**config.mk**
```make
export PLATFORM = sky130hd
export DESIGN_NAME = pwm_gen_flat
export DESIGN_NICKNAME = d
export VERILOG_FILES = /design/src/rtl/pwm_gen_if.sv /design/src/rtl/pwm_gen.sv /design/src/flat_wrapper.sv
export SDC_FILE = /design/constraint.sdc
export NUM_CORES = 1
export LEC_CHECK = 0
export ABC_CLOCK_PERIOD_IN_PS = 7500
export BUFFER_PORTS_ARGS = -buffer_cell sky130_fd_sc_hd__buf_4
export CORE_MARGIN = 5
export CORE_UTILIZATION = 45
export CTS_BUF_LIST = sky130_fd_sc_hd__clkbuf_4
export DETAILED_ROUTE_END_ITERATION = 8
export PLACE_DENSITY = 0.61
export SLEW_MARGIN = 20
export SYNTH_ARGS = -nofsm -noshare
export SYNTH_HDL_FRONTEND = slang
export SYNTH_SLANG_ARGS = --single-unit
```
**constraint.sdc**
```tcl
create_clock -name clk -period 7.5 [get_ports clk]
set_input_delay 0.375 -clock clk [delete_from_list [all_inputs] [get_ports clk]]
set_output_delay 0.375 -clock clk [all_outputs]
set_load 0.02 [all_outputs]
```
**src/rtl/pwm_gen_if.sv**
```systemverilog
// rtl/pwm_gen_if.sv - register-side and output bundle of the PWM generator
//
// Purpose: groups the programmed period/duty values and the PWM outputs.
// Signals:
//   period_ticks      WIDTH  requested period in clk cycles (0 = disabled)
//   duty_cycle_ticks  WIDTH  requested high time in clk cycles
//   pulse             1      PWM output
//   period_start      1      strobe on the first cycle of every active period
// Modports:
//   master  programming side (drives period/duty, observes outputs)
//   slave   generator side (pwm_gen)
interface pwm_gen_if #(
  parameter int WIDTH = 32
);
  logic [WIDTH-1:0] period_ticks;
  logic [WIDTH-1:0] duty_cycle_ticks;
  logic             pulse;
  logic             period_start;

  modport master (
    output period_ticks,
    output duty_cycle_ticks,
    input  pulse,
    input  period_start
  );

  modport slave (
    input  period_ticks,
    input  duty_cycle_ticks,
    output pulse,
    output period_start
  );
endinterface

```
**src/rtl/pwm_gen.sv**
```systemverilog
// rtl/pwm_gen.sv - free-running glitch-free PWM generator
//
// Purpose: one pulse per period of period_ticks cycles, high for the first
// duty_cycle_ticks cycles. Period/duty are captured into shadow registers
// only at period boundaries, so a running period always completes with the
// values it started with.
// Ports:
//   clk   in  rising-edge clock
//   rst   in  synchronous active-low reset
//   bus   pwm_gen_if.slave: period_ticks/duty_cycle_ticks in,
//         pulse/period_start out
module pwm_gen #(
  parameter int WIDTH = 32
) (
  input  logic     clk,
  input  logic     rst,
  pwm_gen_if.slave bus
);

  logic [WIDTH-1:0] cnt_q,   cnt_d;
  logic [WIDTH-1:0] p_act_q, p_act_d;
  logic [WIDTH-1:0] d_act_q, d_act_d;
  logic             active;
  logic             reload;

  // A zero period means idle; the shadows keep reloading every cycle so a
  // newly programmed period is picked up on the very next edge.
  assign active = (p_act_q != '0);
  assign reload = !active || (cnt_q == p_act_q - WIDTH'(1));

  always_comb begin
    cnt_d   = cnt_q + WIDTH'(1);
    p_act_d = p_act_q;
    d_act_d = d_act_q;
    if (reload) begin
      cnt_d   = '0;
      p_act_d = bus.period_ticks;
      d_act_d = bus.duty_cycle_ticks;
    end
  end

  always_ff @(posedge clk) begin
    if (!rst) begin
      cnt_q   <= '0;
      p_act_q <= '0;
      d_act_q <= '0;
    end else begin
      cnt_q   <= cnt_d;
      p_act_q <= p_act_d;
      d_act_q <= d_act_d;
    end
  end

  // Outputs decode state only; a duty at or above the period simply keeps
  // the compare true for the whole period.
  assign bus.pulse        = active && (cnt_q < d_act_q);
  assign bus.period_start = active && (cnt_q == '0);

endmodule

```
**src/flat_wrapper.sv**
```systemverilog
// flat-port wrapper written by rule: the top's interface ports become plain ports
module pwm_gen_flat 
#(
  parameter int WIDTH = 32
)
  (clk, rst, bus_period_ticks, bus_duty_cycle_ticks, bus_pulse, bus_period_start);
  pwm_gen_if #(.WIDTH(WIDTH)) bus_i ();
  input  logic clk;
  input  logic rst;
  input wire logic [$bits(bus_i.period_ticks)-1:0] bus_period_ticks;
  input wire logic [$bits(bus_i.duty_cycle_ticks)-1:0] bus_duty_cycle_ticks;
  output wire logic [$bits(bus_i.pulse)-1:0] bus_pulse;
  output wire logic [$bits(bus_i.period_start)-1:0] bus_period_start;
  assign bus_i.period_ticks = bus_period_ticks;
  assign bus_i.duty_cycle_ticks = bus_duty_cycle_ticks;
  assign bus_pulse = bus_i.pulse;
  assign bus_period_start = bus_i.period_start;
  pwm_gen #(.WIDTH(WIDTH)) u_core (.clk(clk), .rst(rst), .bus(bus_i));
endmodule
```
After elaboration in Yosys (flattened, before gate mapping)
Cells that the tools add are included.
{ "word_totals": {"register_bits": 96, "input_bits": 66, "out_inout_bits": 2, "word_cells": 15} }
{ "classes": {"add_sub_neg": 2, "n_lt_le_gt_ge": 1, "eq_ne": 1, "n_bitwise": 1, "n_reduce_logical": 7} }
{ "ops": {"columns": ["op", "n"], "rows": [
  ["$add A32 B1 Y32 const B", 1],
  ["$eq A32 B32 Y1", 1],
  ["$logic_not A32 Y1", 1],
  ["$lt A32 B32 Y1", 1],
  ["$reduce_bool A32 Y1", 1],
  ["$sub A32 B1 Y32 const B", 1],
  ["$logic_and A1 B1 Y1", 2],
  ["$reduce_or A2 Y1", 1],
  ["$logic_not A1 Y1", 1],
  ["$logic_or A1 B1 Y1", 1],
  ["$not A1 Y1", 1]
]} }

Longest topological paths before layout
{ "depth": {"depth_word": 4, "ltp_mapped": 13, "depth_no_buf": 10} }

Least setup slack after synthesis
OpenSTA, ideal clock, no wires.
{ "synth_path": {"path_kind": "flip-flop to flip-flop", "start": "reg u_core.p_act_q[0]", "end": "reg u_core.d_act_q[22]", "setup_time_ps": 120, "t_arrival_ps": 2945, "required_ps": 7380, "path_slack_ps": 4435, "stages_incl_launch_ff": 13, "n_path_buf": 3, "period_less_slack_ps": 3065, "path_cell_list": "dfxtp_1 -> inv_1 -> ha_1 -> clkbuf_1 -> nor3b_1 -> nand4_2 -> or3_1 -> or4b_1 -> a22oi_2 -> a31oi_2 -> buf_6 -> buf_6 -> mux2i_1"} }
{ "synth_between": {"elab_chain_cells": 3, "word_cells_on_any_way": 5, "cone_classes": "1 x add/sub; 1 x eq/ne; 3 x reduce/logical"} }
{ "synth_rtl": {"columns": ["element", "line", "rtl"], "rows": [
  ["start, declared", "pwm_gen.sv:21", "logic [WIDTH-1:0] p_act_q, p_act_d;"],
  ["start signal, assigned", "pwm_gen.sv:49", "p_act_q <= p_act_d;"],
  ["$sub A32 B1 Y32 or $reduce_bool A32 Y1 (tied branches)", "pwm_gen.sv:29, pwm_gen.sv:28", null],
  ["$eq A32 B32 Y1 or $logic_not A1 Y1 (tied branches)", "pwm_gen.sv:29", "assign reload = !active || (cnt_q == p_act_q - WIDTH'(1));"],
  ["$logic_or A1 B1 Y1 (*)", "pwm_gen.sv:29", null],
  ["end signal, assigned", "pwm_gen.sv:50", "d_act_q <= d_act_d;"],
  ["end, declared", "pwm_gen.sv:22", "logic [WIDTH-1:0] d_act_q, d_act_d;"]
]} }
Every way passes the cells marked *; elsewhere a longest branch is shown, timed or not.
A chain may end at the register's enable or synchronous reset.

Worst setup path in the final report
{ "layout_path": {"start": "reg u_core.p_act_q[0]", "end": "reg u_core.d_act_q[6]"} }
Same word-level chain as after synthesis.

==> results.py <==
metrics = {
    "finish": {
        "final_common_cell": "nand2_1",
        "area_delta_synth_final_pct": 11.4,
        "instances_no_fill": 968,
        "final_area_um2": 6800,
        "diodes": 0,
        "drive_above_1_share_pct": 12.0,
        "mostFrequentLayoutCells": "154 x nand2_1, 96 x dfxtp_1, 69 x buf_4, 64 x mux2i_1, 48 x xnor2_1",
        "fin_nets": 889,
    },
    "timing": {
        "slew-limit-headroom_pct": 43.4,
        "max_freq_mhz": 264,
        "setup_viol": 0,
        "hold_viol": 0,
        "period_share_pct": 50.5,
        "rsz0062_at_grt": "no",
        "clock_skew_ns": 0.0233,
        "worst_pin_slew_ns": 0.848,
        "period_needed_ns": 3.79,
        "maxSlewViolCount": 0,
        "fin_setup_tns_ns": 0,
    },
    "hold_path": {
        "min-delay-start": "bus_period_ticks[20]",
        "hold_end": "u_core.p_act_q[20]",
        "hold_class": "primary input to register",
        "whs_path_depth": 3,
    },
    "clocking": {
        "path_clk_slew_ns": 0.15,
        "cts_resized": 0,
        "cts-root-buf": "clkbuf_4",
        "cts_max_path_buffers": 2,
        "post_cts_buffers": 0,
        "htree_levels": 3,
        "cts_buffers": 9,
        "cts_hold_repair.buffers": 0,
        "cts_sinks": 96,
        "cts_tree": "built",
        "insertion_delay_ns": 0.49,
    },
    "grt": {
        "overflow": 0,
        "grt_pass1_vias": 5021,
        "grt_max_degree": 97,
        "antenna_found_initial": 0,
        "grt_pass1_wl_mm": 24.5,
        "grt_use_total_pct": 18.7,
    },
    "logic_synthesis": {
        "yosysWarnings": 0,
        "synth_edf_count": 0,
        "ys_seq_area_share_pct": 31.5,
        "yosysUniqueCellTypes": 55,
        "synth_nets": 853,
        "synth_area_per_cell_um2": 8.12,
        "ys_ff_latch": 96,
        "syn-cell-area_um2": 6100,
        "ys_async_sr_fraction_pct": 0,
        "ys.flop_type": "dfxtp_1",
        "postSynthCellCount": 752,
    },
    "routing": {
        "ant_nets": 0,
        "drc": 0,
        "vias_per_cell": 5.35,
        "wl_per_cell_um": 15.2,
        "dr.pass1.iters": 4,
        "drt_wl_total_mm": 14.7,
        "dr.first_iter.drc_count": 227,
        "vias": 5180,
    },
    "placement": {
        "placed_area_um2": 6650,
        "gp_congestion": 0.907,
        "portBuffers": 67,
        "dp_hpwl_mm": 10.9,
        "place_inst": 952,
    },
    "floorplanning": {
        "pin_count": 68,
        "start_util_pct": 45.9,
        "die-area_um2": 16000,
        "rows": 42,
        "die_h_um": 126,
        "core-area_um2": 13300,
        "dieWidth_um": 126,
    },
    "setup_path": {
        "endpoint_kind": "register",
        "reg2reg_from": "u_core.p_act_q[0]",
        "cp_max_fo": 72,
        "start_kind": "register",
        "worstSetupPathType": "register to register",
        "r2r_setup_slack_ns": 3.71,
        "critPathRequiredTime_ns": 7.91,
        "timing.rr.end": "u_core.d_act_q[6]",
        "r2r_cells": 11,
        "arrival_ns": 4.20,
    },
    "status": {
        "status": "completed",
    },
    "power_and_ir_drop": {
        "powerDensity_nw_per_um2": 246,
        "irDropWorstVdd_mv": 0.211,
        "p_leak_nw": 3.30,
    },
    "flow_run": {
        "maxCapViolations": 0,
    },
}
-- Yosys cell counts, types with 3 or more instances --
library cell / number / area, um2
nand2_1: 154 / 578
dfxtp_1: 96 / 1920
mux2i_1: 64 / 641
xnor2_1: 48 / 420
inv_1: 41 / 154
and3_1: 36 / 225
clkbuf_1: 35 / 131
ha_1: 35 / 438
nor2_1: 31 / 116
nor4_1: 21 / 131
xor2_1: 20 / 175
nand3_1: 17 / 85.1
nand4_1: 17 / 106
a21oi_1: 15 / 75.1
a21o_1: 14 / 105
o21ai_0: 13 / 65.1
nor3_1: 9 / 45.0
or4_1: 8 / 60.1
a31oi_1: 7 / 43.8
or3_1: 7 / 43.8
buf_6: 5 / 56.3
nand2b_1: 5 / 31.3
buf_2: 4 / 20.0
or2_2: 4 / 25.0
nor3b_1: 3 / 22.5
nor4b_1: 3 / 26.3
-- power breakdown --
part | leakage [nW] | switching, mW | internal (mW)
Clock | 0.0650 | 0.175 | 0.100
Combinational | 2.46 | 0.417 | 0.356
Sequential | 0.779 | 0.0622 | 0.561
Total | 3.30 | 0.654 | 1.02
-- layer usage --
| metal | share of wire [%] | wire length [um] | track usage [%] | vias to the layer above |
|---|---|---|---|---|
| met4 | 1.5 | 227 | 5.68 | 0 |
| met3 | 4.1 | 603 | 5.30 | 19 |
| met1 | 47 | 6840 | 23.5 | 2435 |
| met5 | 0 | 0 | 0 | - |
| li1 | - | - | - | 2647 |
| met2 | 48 | 7030 | 31.0 | 79 |
-- kinds of logic (layout without fill, tap and decap cells) --
kind of cell | Yosys count | count (layout) | share of synthesized area (%)
multiplexers | 64 | 64 | 10.5
buffers and inverters | 87 | 127 | 6.17
flip-flops | 96 | 96 | 31.5
adder cells (fa/ha/maj) | 35 | 35 | 7.17
AND/OR/NAND/NOR | 332 | 332 | 27.2
AO/OA/AOI/OAI | 70 | 70 | 7.77
XOR/XNOR | 68 | 68 | 9.76
-- registers in the layout, indices dropped and copies added (netlist names) --
signal,count
u_core.cnt_q,32
u_core.p_act_q,32
u_core.d_act_q,32
-- final cells by class --
cell class	instances	area (um2)
Timing Repair Buffer	71	566
Multi-Input combinational cell	569	3810
Fill cell	1334	6490
Clock buffer	10	75.1
Sequential cell	96	1920
Inverter	41	154
Tap cell	176	220
Clock inverter	5	48.8
-- worst max-delay path by stage --
stage                       from            endpoint  slack [ns]  depth (start not counted)
2_1_floorplan  u_core.p_act_q[0]  u_core.d_act_q[22]        4.44                         12
3_3_place_gp   u_core.p_act_q[0]   u_core.d_act_q[4]        3.43                         11
3_5_place_dp   u_core.p_act_q[0]  u_core.d_act_q[13]        3.31                         11
4_1_cts        u_core.p_act_q[0]  u_core.d_act_q[13]        3.26                         11
5_1_grt        u_core.p_act_q[0]  u_core.d_act_q[15]        3.51                         11
6_report       u_core.p_act_q[0]   u_core.d_act_q[6]        3.71                         11
-- worst max-delay path: stages (launching register included) --
cell	delay (ns)
dfxtp_1	0.40
inv_1	0.10
ha_1	0.37
nor3b_1	0.36
nand4_2	0.31
or4_1	0.60
o211ai_1	0.14
nor4_1	0.10
and4_1	0.19
a31oi_4	0.47
buf_12	0.39
mux2i_1	0.23
-- per-stage QoR --
step                util (%)  setup slack [ns]  power (mW)  hold slack (ns)
global route            51.1              3.51        1.79           0.0715
floorplan                  -              4.44        1.22            0.438
CTS                     50.9              3.26        1.68           0.0714
finish                  51.1              3.71        1.67            0.112
global placement        50.0              3.43        1.38            0.447
detailed placement      50.0              3.31        1.39            0.452
No activity file was read; power rests on OpenSTA's default activity.
